==> src/rtl/riscv_pkg.sv <==
// Shared types for the integer divide unit: operation encoding (funct3[1:0])
// and FSM state encoding, plus small decode helpers.
package riscv_pkg;

  typedef enum logic [1:0] {
    OP_DIV  = 2'b00,
    OP_DIVU = 2'b01,
    OP_REM  = 2'b10,
    OP_REMU = 2'b11
  } div_op_e;

  typedef enum logic [1:0] {
    DIV_IDLE = 2'b00,
    DIV_CALC = 2'b01,
    DIV_DONE = 2'b10
  } div_state_e;

  // DIV and REM treat operands as two's complement.
  function automatic logic op_is_signed(div_op_e op);
    return (op == OP_DIV) || (op == OP_REM);
  endfunction

  // REM and REMU return the remainder instead of the quotient.
  function automatic logic op_is_rem(div_op_e op);
    return (op == OP_REM) || (op == OP_REMU);
  endfunction

endpackage

==> src/rtl/div_unit.sv <==
// Iterative radix-2 restoring divider (RISC-V DIV/DIVU/REM/REMU semantics).
// One quotient bit per cycle on operand magnitudes, sign fix-up at the end,
// fast paths for divide-by-zero and signed overflow.
//
// Handshake: the unit accepts a request on a rising edge where ready_o=1,
// start_i=1 and flush_i=0. ready_o is high only in IDLE; start_i is ignored
// otherwise. done_o is a one-cycle pulse, registered on the edge that leaves
// DONE, and result_o is valid from that cycle and held until the next
// completion. flush_i returns to IDLE at the next edge with no done_o pulse;
// rst overrides everything.
module div_unit
  import riscv_pkg::*;
#(
  parameter int DW = 32
) (
  input  logic          clk,
  input  logic          rst,
  input  logic          start_i,
  input  logic [1:0]    div_op_i,
  input  logic [DW-1:0] operand_a_i,
  input  logic [DW-1:0] operand_b_i,
  input  logic          flush_i,
  output logic          ready_o,
  output logic          done_o,
  output logic [DW-1:0] result_o,
  output div_state_e    dbg_state_o
);

  localparam logic [DW-1:0] CNT_LAST = DW'(DW - 1);
  localparam logic [DW-1:0] MIN_NEG  = {1'b1, {(DW-1){1'b0}}};
  localparam logic [DW-1:0] ALL_ONES = {DW{1'b1}};

  div_state_e    state_q, state_d;
  div_op_e       op_q;
  div_op_e       op_in;
  logic [DW-1:0] a_q, b_q;
  logic [DW-1:0] dvd_q;     // dividend magnitude shifting out, quotient shifting in
  logic [DW-1:0] rem_q;     // partial remainder
  logic [DW-1:0] cnt_q;
  logic [DW-1:0] result_q;
  logic          done_q;

  logic          accept;
  logic          fast_path;
  logic [DW-1:0] a_mag_in;
  logic [DW-1:0] b_mag;
  logic [DW:0]   shifted;
  logic [DW:0]   trial;
  logic          borrow;
  logic          q_neg, r_neg;
  logic [DW-1:0] quotient, remainder, final_result;

  assign op_in       = div_op_e'(div_op_i);
  assign accept      = (state_q == DIV_IDLE) && start_i && !flush_i;
  assign ready_o     = (state_q == DIV_IDLE);
  assign done_o      = done_q;
  assign result_o    = result_q;
  assign dbg_state_o = state_q;

  // Request decode: magnitude of the incoming dividend and whether the
  // answer is known without iterating (b==0, or MIN / -1 when signed).
  always_comb begin
    a_mag_in  = (op_is_signed(op_in) && operand_a_i[DW-1]) ? (~operand_a_i + 1'b1) : operand_a_i;
    fast_path = (operand_b_i == '0) ||
                (op_is_signed(op_in) && (operand_a_i == MIN_NEG) && (operand_b_i == ALL_ONES));
  end

  // One restoring step at DW+1 bits: the top bit of the trial difference is
  // the borrow and decides whether the subtraction is kept.
  always_comb begin
    b_mag   = (op_is_signed(op_q) && b_q[DW-1]) ? (~b_q + 1'b1) : b_q;
    shifted = {rem_q, dvd_q[DW-1]};
    trial   = shifted - {1'b0, b_mag};
    borrow  = trial[DW];
  end

  // Sign fix-up and special-case selection for the final result.
  always_comb begin
    q_neg     = op_is_signed(op_q) && (a_q[DW-1] ^ b_q[DW-1]);
    r_neg     = op_is_signed(op_q) && a_q[DW-1];
    quotient  = q_neg ? (~dvd_q + 1'b1) : dvd_q;
    remainder = r_neg ? (~rem_q + 1'b1) : rem_q;
    if (b_q == '0) begin
      quotient  = ALL_ONES;
      remainder = a_q;
    end else if (op_is_signed(op_q) && (a_q == MIN_NEG) && (b_q == ALL_ONES)) begin
      quotient  = a_q;
      remainder = '0;
    end
    final_result = op_is_rem(op_q) ? remainder : quotient;
  end

  // Next-state logic; flush forces IDLE from any state.
  always_comb begin
    state_d = state_q;
    case (state_q)
      DIV_IDLE: if (accept) state_d = fast_path ? DIV_DONE : DIV_CALC;
      DIV_CALC: if (cnt_q == CNT_LAST) state_d = DIV_DONE;
      DIV_DONE: state_d = DIV_IDLE;
      default:  state_d = DIV_IDLE;
    endcase
    if (flush_i) state_d = DIV_IDLE;
  end

  // State register.
  always_ff @(posedge clk) begin
    if (rst) state_q <= DIV_IDLE;
    else     state_q <= state_d;
  end

  // Datapath: capture on accept, iterate in CALC, publish result from DONE.
  always_ff @(posedge clk) begin
    if (rst) begin
      op_q     <= OP_DIV;
      a_q      <= '0;
      b_q      <= '0;
      dvd_q    <= '0;
      rem_q    <= '0;
      cnt_q    <= '0;
      result_q <= '0;
      done_q   <= 1'b0;
    end else begin
      done_q <= 1'b0;
      case (state_q)
        DIV_IDLE: begin
          if (accept) begin
            op_q  <= op_in;
            a_q   <= operand_a_i;
            b_q   <= operand_b_i;
            dvd_q <= a_mag_in;
            rem_q <= '0;
            cnt_q <= '0;
          end
        end
        DIV_CALC: begin
          rem_q <= borrow ? shifted[DW-1:0] : trial[DW-1:0];
          dvd_q <= {dvd_q[DW-2:0], ~borrow};
          cnt_q <= cnt_q + 1'b1;
        end
        DIV_DONE: begin
          if (!flush_i) begin
            result_q <= final_result;
            done_q   <= 1'b1;
          end
        end
        default: ;
      endcase
    end
  end

endmodule

==> config.mk <==
export PLATFORM = sky130hd
export DESIGN_NAME = div_unit
export DESIGN_NICKNAME = d
export VERILOG_FILES = /design/src/rtl/riscv_pkg.sv /design/src/rtl/div_unit.sv
export SDC_FILE = /design/constraint.sdc
export NUM_CORES = 1
export LEC_CHECK = 0
export ABC_AREA = 1
export CAP_MARGIN = 20
export CORE_ASPECT_RATIO = 0.8
export CORE_MARGIN = 8
export CORE_UTILIZATION = 40
export CTS_CLUSTER_DIAMETER = 150
export DETAILED_ROUTE_END_ITERATION = 8
export GPL_TIMING_DRIVEN = 0
export SYNTH_ARGS = -nofsm -noshare
export SYNTH_HDL_FRONTEND = slang
export SYNTH_SLANG_ARGS = --single-unit
==> constraint.sdc <==
create_clock -name clk -period 4.4 [get_ports clk]
set_input_delay 0.88 -clock clk [delete_from_list [all_inputs] [get_ports clk]]
set_output_delay 0.88 -clock clk [all_outputs]
set_load 0.05 [all_outputs]
==> results of run 1 <==
==> worst max path at each step <==
stage	cells past startpoint	endpoint	slack, ns	from
after CTS	21	rem_q[0]	0.44	b_q[0]
after global routing	21	rem_q[0]	0.03	b_q[0]
after floorplan	22	rem_q[0]	1.32	b_q[2]
final	21	rem_q[0]	0.36	b_q[0]
after global placement	21	rem_q[0]	0.47	b_q[0]
after detailed placement	21	rem_q[0]	0.47	b_q[0]
==> flip-flops by register name, summed over array words and instances, names as in the netlist <==
name / cells
done_o: 1
dbg_state_o: 2
b_q: 32
rem_q: 32
a_q: 32
dvd_q: 32
cnt_q: 32
result_o: 32
op_q: 2
==> cell type report <==
type	count	area, um^2
Buffer	103	470.5
Clock buffer	19	452.9
Clock inverter	13	113.9
Fill cell	4217	20480
Inverter	350	1314
Multi-Input combinational cell	2013	9913
Sequential cell	197	3944
Tap cell	495	619.3
Timing Repair Buffer	105	1051
==> worst min-delay path: cells and delay by family (launching register included) <==
kind	cells	cell delay (ns)
compound gates	1	0.05
simple gates	1	0.06
flops	1	0.31
==> cells in the mapped netlist, types with 3 or more instances <==
master,count,share of area (%)
sky130_fd_sc_hd__nand2_1,714,17
sky130_fd_sc_hd__inv_1,331,7.9
sky130_fd_sc_hd__nor2_1,321,7.7
sky130_fd_sc_hd__nand3_1,284,9.1
sky130_fd_sc_hd__dfxtp_1,197,25
sky130_fd_sc_hd__a21oi_1,165,5.3
sky130_fd_sc_hd__o21ai_0,129,4.1
sky130_fd_sc_hd__nand4_1,74,3.0
sky130_fd_sc_hd__xor2_1,56,3.1
sky130_fd_sc_hd__clkbuf_1,52,1.2
sky130_fd_sc_hd__ha_1,38,3.0
sky130_fd_sc_hd__buf_2,28,0.90
sky130_fd_sc_hd__nor4_1,28,1.1
sky130_fd_sc_hd__nor3_1,26,0.83
sky130_fd_sc_hd__o22ai_1,26,1.0
sky130_fd_sc_hd__inv_2,19,0.46
sky130_fd_sc_hd__a211oi_1,17,0.82
sky130_fd_sc_hd__xnor2_1,16,0.90
sky130_fd_sc_hd__buf_1,15,0.36
sky130_fd_sc_hd__nand3b_1,14,0.67
sky130_fd_sc_hd__nand3_2,13,0.83
sky130_fd_sc_hd__a31oi_1,12,0.48
sky130_fd_sc_hd__nor2_2,12,0.48
sky130_fd_sc_hd__nand2_2,10,0.40
sky130_fd_sc_hd__o211ai_1,9,0.43
sky130_fd_sc_hd__buf_4,4,0.19
sky130_fd_sc_hd__nor3_2,4,0.26
sky130_fd_sc_hd__o21bai_1,4,0.19
sky130_fd_sc_hd__or2_2,4,0.16
sky130_fd_sc_hd__a221oi_1,3,0.17
sky130_fd_sc_hd__and3_1,3,0.12
sky130_fd_sc_hd__buf_6,3,0.22
sky130_fd_sc_hd__nand4_2,3,0.24
sky130_fd_sc_hd__nor2_4,3,0.22
sky130_fd_sc_hd__o21ai_1,3,0.096
sky130_fd_sc_hd__o31ai_1,3,0.14
==> what timing repair did <==
item,4_1_cts,5_1_grt
buffers inserted,0,0
hold endpoints to repair,0,0
endpoints found under the setup margin,0,2
hold buffers,0,0
resized for setup,0,2
==> power groups by stage <==
stage	clock network [mW]	registers (mW)	logic, mW
floorplan	0	1.94	0.926
global placement	0	1.96	1.44
detailed placement	0	1.96	1.44
CTS	1.61	1.92	1.45
global route	1.68	1.93	1.62
finish	1.59	1.92	1.49
==> stage by stage <==
| step | util (%) | std cells | setup slack [ns] | power (mW) |
|---|---|---|---|---|
| floorplan | - | 2663 | 1.316 | 2.862 |
| global placement | 45.10 | 3263 | 0.4740 | 3.395 |
| detailed placement | 45.10 | 3263 | 0.4727 | 3.401 |
| CTS | 46.58 | 3295 | 0.4418 | 4.976 |
| global route | 46.61 | 3295 | 0.03325 | 5.229 |
| finish | 46.61 | 3295 | 0.3552 | 5.005 |
==> cell families (layout without fill, tap and decap cells) <==
logic type / after synthesis / in the layout
simple gates: 1521 / 1521
buf+inv: 453 / 590
compound gates: 381 / 381
flops: 197 / 197
xor+xnor: 72 / 72
fa+ha+maj: 39 / 39
==> placed cells by master, fill, tap and decap left out, types with 15 or more instances in the layout <==
cell type and count:
sky130_fd_sc_hd__nand2_1 714, sky130_fd_sc_hd__nand4_1 74, sky130_fd_sc_hd__nor4_1 28, sky130_fd_sc_hd__ha_1 38, sky130_fd_sc_hd__clkbuf_16 17, sky130_fd_sc_hd__a21oi_1 165, sky130_fd_sc_hd__xor2_1 55, sky130_fd_sc_hd__nand3_1 284
sky130_fd_sc_hd__dfxtp_1 197, sky130_fd_sc_hd__clkbuf_1 52, sky130_fd_sc_hd__a211oi_1 17, sky130_fd_sc_hd__inv_2 19, sky130_fd_sc_hd__o21ai_0 129, sky130_fd_sc_hd__inv_1 331, sky130_fd_sc_hd__buf_2 28, sky130_fd_sc_hd__nor3_1 26
sky130_fd_sc_hd__xnor2_1 16, sky130_fd_sc_hd__clkdlybuf4s50_1 105, sky130_fd_sc_hd__buf_1 15, sky130_fd_sc_hd__nor2_1 321, sky130_fd_sc_hd__o22ai_1 26
==> per-layer routing <==
layer  up-vias  global-route usage, %
li1       8948                      -
met1      8734                  43.79
met2       790                  42.10
met3        69                  11.27
met4         0                  7.428
met5         -                      0
==> impl_metrics.env, run 1 <==
export IMPL_grt_antenna_before_repair=1
export IMPL_area_growth_pct=14.39
export IMPL_viasPerCell=5.627
export IMPL_max_slew_vio_count=0
export IMPL_grt_total_usage_pct=30.47
export IMPL_synth_area_mux_share_pct=0
export IMPL_drt_first_pass_iters=6
export IMPL_number_of_clock_sinks=197
export IMPL_synth_edf_count=0
export IMPL_critical_path_most_common_cell="sky130_fd_sc_hd__nand2_1"
export IMPL_finalSetupViolations=0
export IMPL_cts_clk_slew_worst_paths_ns=0.08
export IMPL_netlist_instances=2663
export IMPL_post_synth_instance_area_um2=15630
export IMPL_asyncSetResetFlopFracSynth_pct=0
export IMPL_htree_levels=4
export IMPL_die_boundary_width_um=237.0
export IMPL_grt_overflow_total=0
export IMPL_power_share_combinational_pct=29.8
export IMPL_synth_simple_gate_area_share_pct=42.75
export IMPL_report_final_hold_viol_count=0
export IMPL_ir_worst_vdd_mv=0.2634
export IMPL_finalCriticalPeriod_ns=4.045
export IMPL_path_cells="inv_1 -> ha_1 -> nand3_1 -> nor2_1 -> nand2_1 -> nand2_1 -> o21ai_0 -> a21oi_1 -> xor2_1 -> ha_1 -> nand2_1 -> nor2_1 -> nor2_2 -> nand2_1 -> a21oi_2 -> nand3_2 -> nand2_1 -> buf_2 -> nand2_1 -> nand3_1 -> a21oi_1"
export IMPL_insertedDiodeCount=0
export IMPL_critPathMaxStageDelay_ns=0.44
export IMPL_met2WireLength_um=27530
export IMPL_post_route_period_util_pct=91.93
export IMPL_dieHeight_um=192.8
export IMPL_design_die_area_um2=45690
export IMPL_detailed_place_hpwl_um=59010
export IMPL_cp_slowest_cell="sky130_fd_sc_hd__dfxtp_1"
export IMPL_pin_count_of_the_biggest_net_entering_global_routing=19
export IMPL_maxUsedRoutingLayer="met4"
export IMPL_clock_path_buffers=2
export IMPL_cp_max_fo=10
export IMPL_syn_num_nets=2772
export IMPL_power_density_cell_area_nw_per_um2=280.0
export IMPL_synth_compound_area_share_pct=13.39
export IMPL_clock_fmax_mhz=247.2
export IMPL_grt_setup_unrepaired="false"
export IMPL_top_level_ports=106
export IMPL_worst_hold_path_endpoint="result_o[1]"
export IMPL_worstHoldPathType="register to register"
export IMPL_synth_seq_area_share_pct=25.23
export IMPL_timing_critical_path_to_type="register"
export IMPL_hold_path_depth=2
export IMPL_drtAntennaViolNets=0
export IMPL_synth_xor_area_share_pct=4.035
export IMPL_clock_skew_ns=0.01699
export IMPL_ys_ff_latch=197
export IMPL_synth_adder_area_share_pct=3.170
export IMPL_route_vias_total=18540
export IMPL_cts_buffers_inserted=17
export IMPL_core_rowCount=64
export IMPL_synthDistinctLibCells=53
export IMPL_clk_tree_root_cell="sky130_fd_sc_hd__clkbuf_16"
export IMPL_grt_pass1_wl_um=104900
export IMPL_initial_utilization_pct=40.75
export IMPL_cts_tree="built"
export IMPL_max_slew_worst_pin_slew_ns=1.144
export IMPL_grt_pass1_vias=17210
export IMPL_yosysWarningCount=0
export IMPL_count_of_nets_after_finishing=2896
export IMPL_proportion_of_power_drawn_by_the_clock_network_pct=31.8
export IMPL_outcome="complete, no violations"
export IMPL_setup_worst_path_class="register to register"
export IMPL_synth_avg_cell_area_um2=5.869
export IMPL_sw_frac_of_total_pct=38.74
export IMPL_final_hold_worst_slack_ns=0.4697
export IMPL_drc_viols=0
export IMPL_gpl_final_weighted_congestion=1.005
export IMPL_drive_gt1_share_pct=5.143
export IMPL_crit_family="simple AND/OR/NAND/NOR gates"
export IMPL_worst_ep_required_time_ns=4.71
export IMPL_max_slew_margin_rel_pct=22.90
export IMPL_total_leakage_power_nw=8.105
export IMPL_min_from="result_o[1]"
export IMPL_met1_length_um=33790
export IMPL_timing_critical_path_from_type="register"
export IMPL_power_report_internal_total_mw=3.066
export IMPL_met3_length_um=8303
export IMPL_reg2reg_setup_slack_ns=0.36
export IMPL_avgRoutedWirePerCell_um=21.52
export IMPL_routed_wl_um=70920
export IMPL_ys_dominant_reg_cell="sky130_fd_sc_hd__dfxtp_1"
export IMPL_worst_r2r_endpoint="rem_q[0]"
export IMPL_max_cap_violations=0
export IMPL_dominant_combinational_cell_family_by_area_after_synthesis="simple AND/OR/NAND/NOR gates"
export IMPL_timing_critical_path_arrival_ns=4.35
export IMPL_dpl_instance_area_um2=17300
export IMPL_stdcell_area_um2=17880
export IMPL_core_area_um2=38360
export IMPL_finalSetupTns_ns=0
export IMPL_path_buf_inv=2
export IMPL_rr_startpoint="b_q[0]"
export IMPL_timing_reg2reg_worst_path_depth=21
export IMPL_seqPwrFrac_pct=38.4
export IMPL_power_switching_mw=1.939
export IMPL_worst_skew_pair_late_latency_ns=0.48
export IMPL_io_buffers=105
export IMPL_initial_drt_markers=2107
Note: power is estimated with default switching activity, not from simulation.
==> inputs of run 2 (changes only) <==
--- a/config.mk
+++ b/config.mk
@@ -8,7 +8,6 @@
 export ABC_AREA = 1
 export CAP_MARGIN = 20
 export CORE_ASPECT_RATIO = 0.8
-export CORE_MARGIN = 8
 export CORE_UTILIZATION = 40
 export CTS_CLUSTER_DIAMETER = 150
 export DETAILED_ROUTE_END_ITERATION = 8
==> impl_metrics.env, run 2 (synthesized netlist as in run 1, its figures left out) <==
export IMPL_report_final_hold_viol_count=0
export IMPL_path_cells="nor2_1 -> nand4_1 -> nand3b_1 -> nor2_1 -> nand3_1 -> nor2_4 -> nand2_1 -> nand2_1 -> xor2_1 -> ha_1 -> a21oi_1 -> nand2_1 -> nand2_1 -> nand2_1 -> a21oi_2 -> nand3_2 -> nand2_1 -> buf_2 -> nand2_1 -> nand3_1 -> a21oi_1"
export IMPL_area_growth_pct=14.49
export IMPL_insertedDiodeCount=0
export IMPL_count_of_nets_after_finishing=2898
export IMPL_initial_drt_markers=2126
export IMPL_postLayoutSetupSlackWorst_ns=0.3980
export IMPL_dpl_instance_area_um2=17300
export IMPL_cts_clk_slew_worst_paths_ns=0.08
export IMPL_critPathMaxStageDelay_ns=0.42
export IMPL_critical_path_most_common_cell="sky130_fd_sc_hd__nand2_1"
export IMPL_finalSetupTns_ns=0
export IMPL_cp_slowest_cell="sky130_fd_sc_hd__dfxtp_1"
export IMPL_layout_commonest_cell="sky130_fd_sc_hd__nand2_1"
export IMPL_drc_viols=0
export IMPL_crit_family="simple AND/OR/NAND/NOR gates"
export IMPL_max_slew_vio_count=0
export IMPL_clock_fmax_mhz=249.9
export IMPL_drtAntennaViolNets=0
export IMPL_number_of_clock_sinks=197
export IMPL_core_area_um2=38360
export IMPL_htree_levels=4
export IMPL_min_from="result_o[16]"
export IMPL_grt_setup_unrepaired="false"
export IMPL_drt_first_pass_iters=6
export IMPL_fillers=4147
export IMPL_worst_skew_pair_late_latency_ns=0.49
export IMPL_clk_tree_root_cell="sky130_fd_sc_hd__clkbuf_16"
export IMPL_stdcell_area_um2=17890
export IMPL_worst_ep_required_time_ns=4.75
export IMPL_fin_util_pct=46.65
export IMPL_grt_total_usage_pct=33.70
export IMPL_total_leakage_power_nw=8.123
export IMPL_dieHeight_um=178.8
export IMPL_detailedPlace_worstSlack_ns=0.4182
export IMPL_drive_gt1_share_pct=5.175
export IMPL_timing_critical_path_from_type="register"
export IMPL_grt_antenna_before_repair=1
export IMPL_finalCriticalPeriod_ns=4.002
export IMPL_multi_input_logic_area_um2=9906
export IMPL_pin_count_of_the_biggest_net_entering_global_routing=19
export IMPL_cts_tree="built"
export IMPL_routed_wl_um=67530
export IMPL_die_boundary_width_um=223.0
export IMPL_power_density_cell_area_nw_per_um2=279.6
export IMPL_max_slew_worst_pin_slew_ns=1.107
export IMPL_worstHoldPathType="register to register"
export IMPL_timing_critical_path_arrival_ns=4.35
export IMPL_timing_critical_path_to_type="register"
export IMPL_outcome="complete, no violations"
export IMPL_most_used_cells_in_the_layout_excluding_fill_and_tap_cells="714 x sky130_fd_sc_hd__nand2_1, 331 x sky130_fd_sc_hd__inv_1, 321 x sky130_fd_sc_hd__nor2_1"
export IMPL_finalSetupViolations=0
export IMPL_cts_buffers_inserted=17
export IMPL_setup_worst_path_class="register to register"
export IMPL_top_level_ports=106
export IMPL_crit_start="b_q[0]"
export IMPL_design_die_area_um2=39870
export IMPL_rr_startpoint="b_q[0]"
export IMPL_io_buffers=105
export IMPL_grt_pass1_vias=16390
export IMPL_clock_path_buffers=2
export IMPL_max_cap_violations=0
export IMPL_post_route_period_util_pct=90.95
export IMPL_core_rowCount=64
export IMPL_detailed_place_hpwl_um=55640
export IMPL_path_buf_inv=1
export IMPL_avgRoutedWirePerCell_um=20.48
export IMPL_initial_utilization_pct=40.75
export IMPL_sequential_cell_area_um2=3944
export IMPL_grt_pass1_wl_um=99840
export IMPL_grt_overflow_total=0
export IMPL_max_slew_margin_rel_pct=25.40
export IMPL_cts_hold_buffers_added=0
export IMPL_cp_max_fo=10
export IMPL_route_vias_total=18430
export IMPL_viasPerCell=5.588
export IMPL_ir_worst_vdd_mv=0.2250
export IMPL_gpl_final_weighted_congestion=1.006
export IMPL_clock_skew_ns=0.01755
run 2: cell types whose count changed in the layout (fill, tap and decap cells not counted), sizes merged:
cell      before  now
buf           51   53
bufinv         0    1
clkbuf        71   70
clkinv         3    4
clkinvlp       3    1
inv          357  358
run 2: final timing paths:
path | end | depth (start not counted) | slack (ns)
setup / recovery | rem_q[31] | 21 | 0.40
hold reg to reg | result_o[16] | 2 | 0.47
setup reg to reg | rem_q[31] | 21 | 0.40
hold / removal | result_o[16] | 2 | 0.47
run 2: layer usage:
layer / global-route usage [%] / wire length (um) / part of all wire [%] / vias to the layer above
li1: - / - / - / 8938
met2: 46.50 / 26190 / 39 / 900
met3: 9.587 / 7596 / 11 / 80
met5: 0 / 0 / 0 / -
met4: 8.764 / 1418 / 2.1 / 0
met1: 50.06 / 32330 / 48 / 8507
run 2: through the flow:
step | hold slack, ns | power (mW) | std cells
floorplan | 0.4394 | 2.862 | 2663
global placement | 0.4560 | 3.373 | 3263
detailed placement | 0.4566 | 3.380 | 3263
CTS | 0.4682 | 4.968 | 3295
global route | 0.4756 | 5.224 | 3297
finish | 0.4654 | 5.003 | 3297
run 2: tightest hold or removal path, cell delays in order, from the launching register on:
cell and delay [ns]:
sky130_fd_sc_hd__dfxtp_1 0.31, sky130_fd_sc_hd__nand2_1 0.06, sky130_fd_sc_hd__a21oi_1 0.05
run 2: power breakdown:
part	internal, mW	switching, mW
logic	0.449	1.02
clock network	0.799	0.812
registers	1.85	0.0778
run 2: layout make-up:
class | instances | share of cell area (%)
multi-input cells | 2013 | 55.36
flip-flops and latches | 197 | 22.04
repair buffers | 107 | 5.979
inverters | 350 | 7.342
clock inverters | 14 | 0.7832
clock buffers | 18 | 2.398
plain buffers | 103 | 2.636
well taps | 495 | 3.461
run 2: repair_timing:
item / in CTS / in global routing
setup endpoints to repair: 0 / 6
buffers inserted: 0 / 1
resized for setup: 0 / 3
==> inputs of run 3 (changes only) <==
--- a/config.mk
+++ b/config.mk
@@ -5,7 +5,6 @@
 export SDC_FILE = /design/constraint.sdc
 export NUM_CORES = 1
 export LEC_CHECK = 0
-export ABC_AREA = 1
 export CAP_MARGIN = 20
 export CORE_ASPECT_RATIO = 0.8
 export CORE_UTILIZATION = 40
==> impl_metrics.env, run 3 <==
export IMPL_grt_total_usage_pct=28.42
export IMPL_max_slew_margin_rel_pct=16.13
export IMPL_synth_most_common_cell="sky130_fd_sc_hd__nand2_1"
export IMPL_max_cap_violations=0
export IMPL_fillers=3196
export IMPL_count_of_nets_after_finishing=2017
export IMPL_asyncSetResetFlopFracSynth_pct=0
export IMPL_synth_area_top_cells="sky130_fd_sc_hd__dfxtp_1 30%, sky130_fd_sc_hd__a21oi_1 8.6%, sky130_fd_sc_hd__nand2_1 8.4%"
export IMPL_initial_drt_markers=1189
export IMPL_hold_path_depth=2
export IMPL_power_mw=4.860
export IMPL_cp_max_fo=5
export IMPL_post_synth_top_area_fraction_pct=30.13
export IMPL_cts_clk_slew_worst_paths_ns=0.08
export IMPL_synth_seq_area_share_pct=30.13
export IMPL_post_synth_instance_area_um2=13090
export IMPL_worst_ep_required_time_ns=4.71
export IMPL_ys_ff_latch=197
export IMPL_synth_avg_cell_area_um2=7.366
export IMPL_routed_wl_um=48400
export IMPL_pin_count_of_the_biggest_net_entering_global_routing=20
export IMPL_grt_pass1_vias=12340
export IMPL_yosysWarningCount=0
export IMPL_die_boundary_width_um=204.2
export IMPL_timing_critical_path_from_type="register"
export IMPL_setup_worst_path_class="register to register"
export IMPL_viasPerCell=5.885
export IMPL_finalSetupViolations=0
export IMPL_cts_hold_buffers_added=0
export IMPL_route_vias_total=13770
export IMPL_avgRoutedWirePerCell_um=20.69
export IMPL_core_rowCount=58
export IMPL_syn_num_nets=1886
export IMPL_worst_skew_pair_late_latency_ns=0.45
export IMPL_area_growth_pct=21.32
export IMPL_drc_viols=0
export IMPL_htree_levels=4
export IMPL_grt_pass1_wl_um=72190
export IMPL_yosysTopAreaCell="sky130_fd_sc_hd__dfxtp_1"
export IMPL_timing_reg2reg_worst_path_depth=19
export IMPL_netlist_instances=1777
export IMPL_clock_fmax_mhz=231.5
export IMPL_report_final_hold_viol_count=0
export IMPL_most_used_cells_in_the_layout_excluding_fill_and_tap_cells="291 x sky130_fd_sc_hd__nand2_1, 220 x sky130_fd_sc_hd__a21oi_1, 189 x sky130_fd_sc_hd__dfxtp_1"
export IMPL_clock_skew_ns=0.01454
export IMPL_post_route_period_util_pct=98.19
export IMPL_drtAntennaViolNets=0
export IMPL_clock_path_buffers=2
export IMPL_grt_antenna_before_repair=0
export IMPL_drt_first_pass_iters=5
export IMPL_grt_overflow_total=0
export IMPL_power_density_cell_area_nw_per_um2=306.0
export IMPL_layout_commonest_cell="sky130_fd_sc_hd__nand2_1"
export IMPL_synth_edf_count=0
export IMPL_ys_dominant_reg_cell="sky130_fd_sc_hd__dfxtp_1"
export IMPL_max_slew_vio_count=0
export IMPL_insertedDiodeCount=0
export IMPL_initial_utilization_pct=41.18
export IMPL_timing_critical_path_arrival_ns=4.63
export IMPL_io_buffers=105
export IMPL_final_hold_worst_slack_ns=0.4730
export IMPL_detailed_place_hpwl_um=37860
export IMPL_top_level_ports=106
export IMPL_synthDistinctLibCells=80
export IMPL_dieHeight_um=163.8
export IMPL_cts_buffers_inserted=17
export IMPL_number_of_clock_sinks=197
export IMPL_timing_critical_path_to_type="register"
export IMPL_grt_setup_unrepaired="true"
export IMPL_total_leakage_power_nw=5.700
export IMPL_max_slew_worst_pin_slew_ns=1.245
export IMPL_gpl_final_weighted_congestion=0.9887
export IMPL_outcome="complete, no violations"
export IMPL_clk_tree_root_cell="sky130_fd_sc_hd__clkbuf_16"
export IMPL_design_die_area_um2=33450
export IMPL_core_area_um2=31790
export IMPL_yosys_top_cells_count="293 x sky130_fd_sc_hd__nand2_1, 226 x sky130_fd_sc_hd__a21oi_1, 197 x sky130_fd_sc_hd__dfxtp_1"
export IMPL_ir_worst_vdd_mv=0.2225
export IMPL_drive_gt1_share_pct=8.698
export IMPL_worstHoldPathType="register to register"
export IMPL_finalCriticalPeriod_ns=4.320
export IMPL_cts_tree="built"
-- run 3: cells by family after synthesis --
logic type | after synthesis | synth area share (%)
XOR/XNOR | 140 | 9.368
multiplexers | 36 | 2.820
adder cells (fa/ha/maj) | 39 | 3.786
flip-flops | 197 | 30.13
buffers and inverters | 148 | 4.541
AO/OA/AOI/OAI | 520 | 24.35
AND/OR/NAND/NOR | 697 | 25.01
-- run 3: layout make-up --
| type | count | area [um^2] | share of cell area [%] |
|---|---|---|---|
| repair buffers | 123 | 1232 | 7.761 |
| clock buffers | 17 | 425.4 | 2.679 |
| well taps | 420 | 525.5 | 3.309 |
| multi-input cells | 1432 | 9005 | 56.71 |
| flip-flops and latches | 197 | 3961 | 24.95 |
| plain buffers | 109 | 486.7 | 3.065 |
| clock inverters | 14 | 137.6 | 0.8668 |
| inverters | 28 | 105.1 | 0.6619 |
-- run 3: metrics by stage --
step | area (um^2) | TNS (ns) | util [%] | worst slack [ns] | cells
after floorplan | 13090 | 0 | - | 0.02769 | 1777
after global placement | 14670 | -26.73 | 46.14 | -0.9858 | 2302
after detailed placement | 14670 | -29.01 | 46.14 | -1.064 | 2302
after CTS | 15640 | -0.02200 | 49.19 | -0.008832 | 2339
after global routing | 15880 | -1.666 | 49.96 | -0.07714 | 2340
final | 15880 | 0 | 49.96 | 0.07978 | 2340
-- run 3: final timing paths --
check               startpoint      endpoint  slack [ns]
setup / recovery        b_q[2]     rem_q[15]        0.08
hold / removal    result_o[14]  result_o[14]        0.47
setup reg to reg        b_q[2]     rem_q[15]        0.08
hold reg to reg   result_o[14]  result_o[14]        0.47
-- run 3: power breakdown --
group,total [mW],switching [mW],internal (mW),leakage [nW]
combinational,1.39,0.821,0.569,3.83
sequential,1.93,0.0920,1.83,1.60
clock,1.54,0.793,0.751,0.271
total,4.86,1.71,3.15,5.70
-- run 3: critical path, cell delays in order (launching register included) --
cell and delay, ns:
sky130_fd_sc_hd__dfxtp_4 0.35, sky130_fd_sc_hd__or4_4 0.56, sky130_fd_sc_hd__nor4_4 0.19, sky130_fd_sc_hd__nand2_2 0.13, sky130_fd_sc_hd__buf_4 0.17, sky130_fd_sc_hd__nor2_1 0.08
sky130_fd_sc_hd__a21oi_1 0.11, sky130_fd_sc_hd__xnor2_2 0.24, sky130_fd_sc_hd__ha_1 0.33, sky130_fd_sc_hd__a21o_1 0.21, sky130_fd_sc_hd__a21o_1 0.19, sky130_fd_sc_hd__a21oi_1 0.28
sky130_fd_sc_hd__o21ai_0 0.19, sky130_fd_sc_hd__a32oi_2 0.24, sky130_fd_sc_hd__nand2_2 0.10, sky130_fd_sc_hd__xor2_2 0.18, sky130_fd_sc_hd__buf_6 0.19, sky130_fd_sc_hd__buf_12 0.13
sky130_fd_sc_hd__mux2i_1 0.19, sky130_fd_sc_hd__a211oi_1 0.09
-- run 3: what timing repair did --
item / 4_1_cts / 5_1_grt
endpoints found under the setup margin: 33 / 33
pin swaps: 19 / 19
gates resized for setup: 65 / 53
cloned: 0 / 1
setup buffers: 13 / 4
-- run 3: layer usage --
metal | GRT usage, % | wire [um]
met1 | 43.19 | 23950
met2 | 41.11 | 20060
met3 | 4.702 | 3699
met4 | 6.649 | 689
met5 | 0 | 0
==> patch: new RTL, flow settings as in run 1 <==
Set the parameter `DW` to 16 (it was 32).
--- a/src/rtl/div_unit.sv
+++ b/src/rtl/div_unit.sv
@@ -11,7 +11,7 @@
 module div_unit
   import riscv_pkg::*;
 #(
-  parameter int DW = 32
+  parameter int DW = 16
 ) (
   input  logic          clk,
   input  logic          rst,
Ports: changed (resized operand_a_i, operand_b_i and result_o); port bits go from 106 to 58. The function was not compared with the original's and may differ.
==> patch against run 1 <==
- routed wire length down 67%
- sequential share of layout area rose by 2.0 points
- sequential cell count fell by 96
- worst setup slack improved by 0.71 ns
- core utilization up 0.26 points
- critical path depth is 2 lower
- die area is 50% lower
- cell count fell by 55%
- via count decreased by 58%
- power fell by 50%
- final area down 53%
- combinational power fell by 56%
- critical path type unchanged
- area after synthesis fell by 54%
==> patch: results (changes against run 1) <==
status=finished, final reports clean (unchanged); final clock skew=0.009376 ns (was 0.01699 ns); largest net degree at the start of global routing=20 (was 19); Critical Path Sink=rem_q[13]$_SDFFE_PP0P_ (was rem_q[0]$_SDFFE_PP0P_); initial antenna violation count=0 (was 1); Post-Syn Nets=1248 (was 2772); RR Startpoint=b_q[4]$_SDFFE_PP0P_ (was b_q[0]$_SDFFE_PP0P_); GR Util All Layers=20.80% (was 30.47%); setup ws final=1.067 ns (was 0.3552 ns); global-route wire length before repair=37500 um (was 104900 um); worst-margin pin slew=0.7508 ns (was 1.144 ns); H-tree levels=3 (was 4); Main synth FF type=dfxtp_1 (unchanged); cells on worst reg2reg path=19 (was 21); hpwl dp=18790 um (was 59010 um); Pleak=3.726 nW (was 8.105 nW); critical path's slowest cell=ha_1 (was dfxtp_1); Fillers=1927 (was 4217); sequential-to-total area share from yosys stat=28.00% (was 25.23%); synth top area cells=dfxtp_1 28%, nand2_1 17%, nor2_1 7.3% (was dfxtp_1 25%, nand2_1 17%, nand3_1 9.1%); crit path DAT=3.55 ns (was 4.35 ns); Peak VDD IR=0.2082 mV (was 0.2634 mV); number of global-route vias before repair=7052 (was 17210); GP Congestion=0.8944 (was 1.005); flops & latches, synth=101 (was 197); Netlist cell types=43 (was 53); Largest stage delay, worst path=0.35 ns (was 0.44 ns); Pre-Repair DR Iteration Count=5 (was 6); top cells by count, synth=329 x nand2_1, 141 x nor2_1, 132 x inv_1, 105 x nand3_1, 101 x dfxtp_1 (was 714 x nand2_1, 331 x inv_1, 321 x nor2_1, 284 x nand3_1, 197 x dfxtp_1); DRT iter0 DRCs=674 (was 2107); Routed WL=23240 um (was 70920 um); nets=1315 (was 2896)
## patch: cell count changes in the layout (fill, tap and decap cells not counted), sizes merged, moves of 49 or more
cell,change
inv,-217
nand3,-192
o21ai,-60
clkdlybuf4s50,-49
nor2,-189
nand4,-58
dfxtp,-96
nand2,-389
a21oi,-73
## patch: cell families after synthesis
kind of cell	after synthesis	share of synthesized area [%]
AND/OR/NAND/NOR	639	37.62
AO/OA/AOI/OAI	208	15.72
buffers and inverters	182	10.45
flip-flops	101	28.00
XOR/XNOR	34	4.124
adder cells (fa/ha/maj)	23	4.089
## patch: per-stage QoR
step	cell area [um2]	cells	utilization, %
floorplan	7221	1187	-
global placement	8069	1473	45.10
detailed placement	8069	1473	45.10
finish	8387	1489	46.87
CTS	8387	1489	46.87
global route	8387	1489	46.87
## patch: worst reg2reg max path: stages, from the launching register on
cell and delay [ns]:
dfxtp_1 0.31, buf_6 0.13, nor4_1 0.26, nand3_1 0.13, nor3_1 0.28, nand2_1 0.09
nand2_1 0.11, xor2_1 0.28, ha_1 0.35, nand2_1 0.12, inv_1 0.05, nand2_1 0.06
nand2_1 0.06, a21oi_1 0.21, nand3_1 0.14, nand2_2 0.21, buf_6 0.18, nand2_1 0.07
nand3_1 0.07, a21oi_1 0.06
## patch: how the worst min path moves through the flow
stage | slack (ns) | depth (start not counted) | from | endpoint
final | 0.47 | 2 | result_o[12]$_SDFFE_PP0P_ | result_o[12]$_SDFFE_PP0P_
after floorplan | 0.44 | 2 | cnt_q[13]$_SDFFE_PP0P_ | cnt_q[13]$_SDFFE_PP0P_
after global placement | 0.45 | 2 | cnt_q[13]$_SDFFE_PP0P_ | cnt_q[13]$_SDFFE_PP0P_
after detailed placement | 0.46 | 2 | result_o[12]$_SDFFE_PP0P_ | result_o[12]$_SDFFE_PP0P_
after CTS | 0.47 | 2 | result_o[12]$_SDFFE_PP0P_ | result_o[12]$_SDFFE_PP0P_
after global routing | 0.50 | 2 | result_o[12]$_SDFFE_PP0P_ | result_o[12]$_SDFFE_PP0P_
## patch: routing by layer
| layer | track usage [%] | part of all wire, % |
|---|---|---|
| met1 | 30.95 | 51 |
| met3 | 4.295 | 7.4 |
| met2 | 30.06 | 40 |
| met4 | 4.493 | 1.1 |
| met5 | 0 | 0 |
## patch: cell type report
type	instances	area (um2)	area share (%)
repair buffers	56	560.5	6.684
clock inverters	7	92.59	1.104
well taps	230	287.8	3.431
multi-input cells	904	4444	52.99
clock buffers	9	225.2	2.685
flip-flops and latches	101	2022	24.11
inverters	139	521.8	6.221
plain buffers	43	232.7	2.775
## patch: power breakdown
part	total (mW)	switching [mW]	leakage [nW]	internal [mW]
Sequential	0.991	0.0442	0.822	0.947
Clock	0.854	0.397	0.155	0.456
Combinational	0.661	0.428	2.75	0.233
Total	2.51	0.869	3.73	1.64
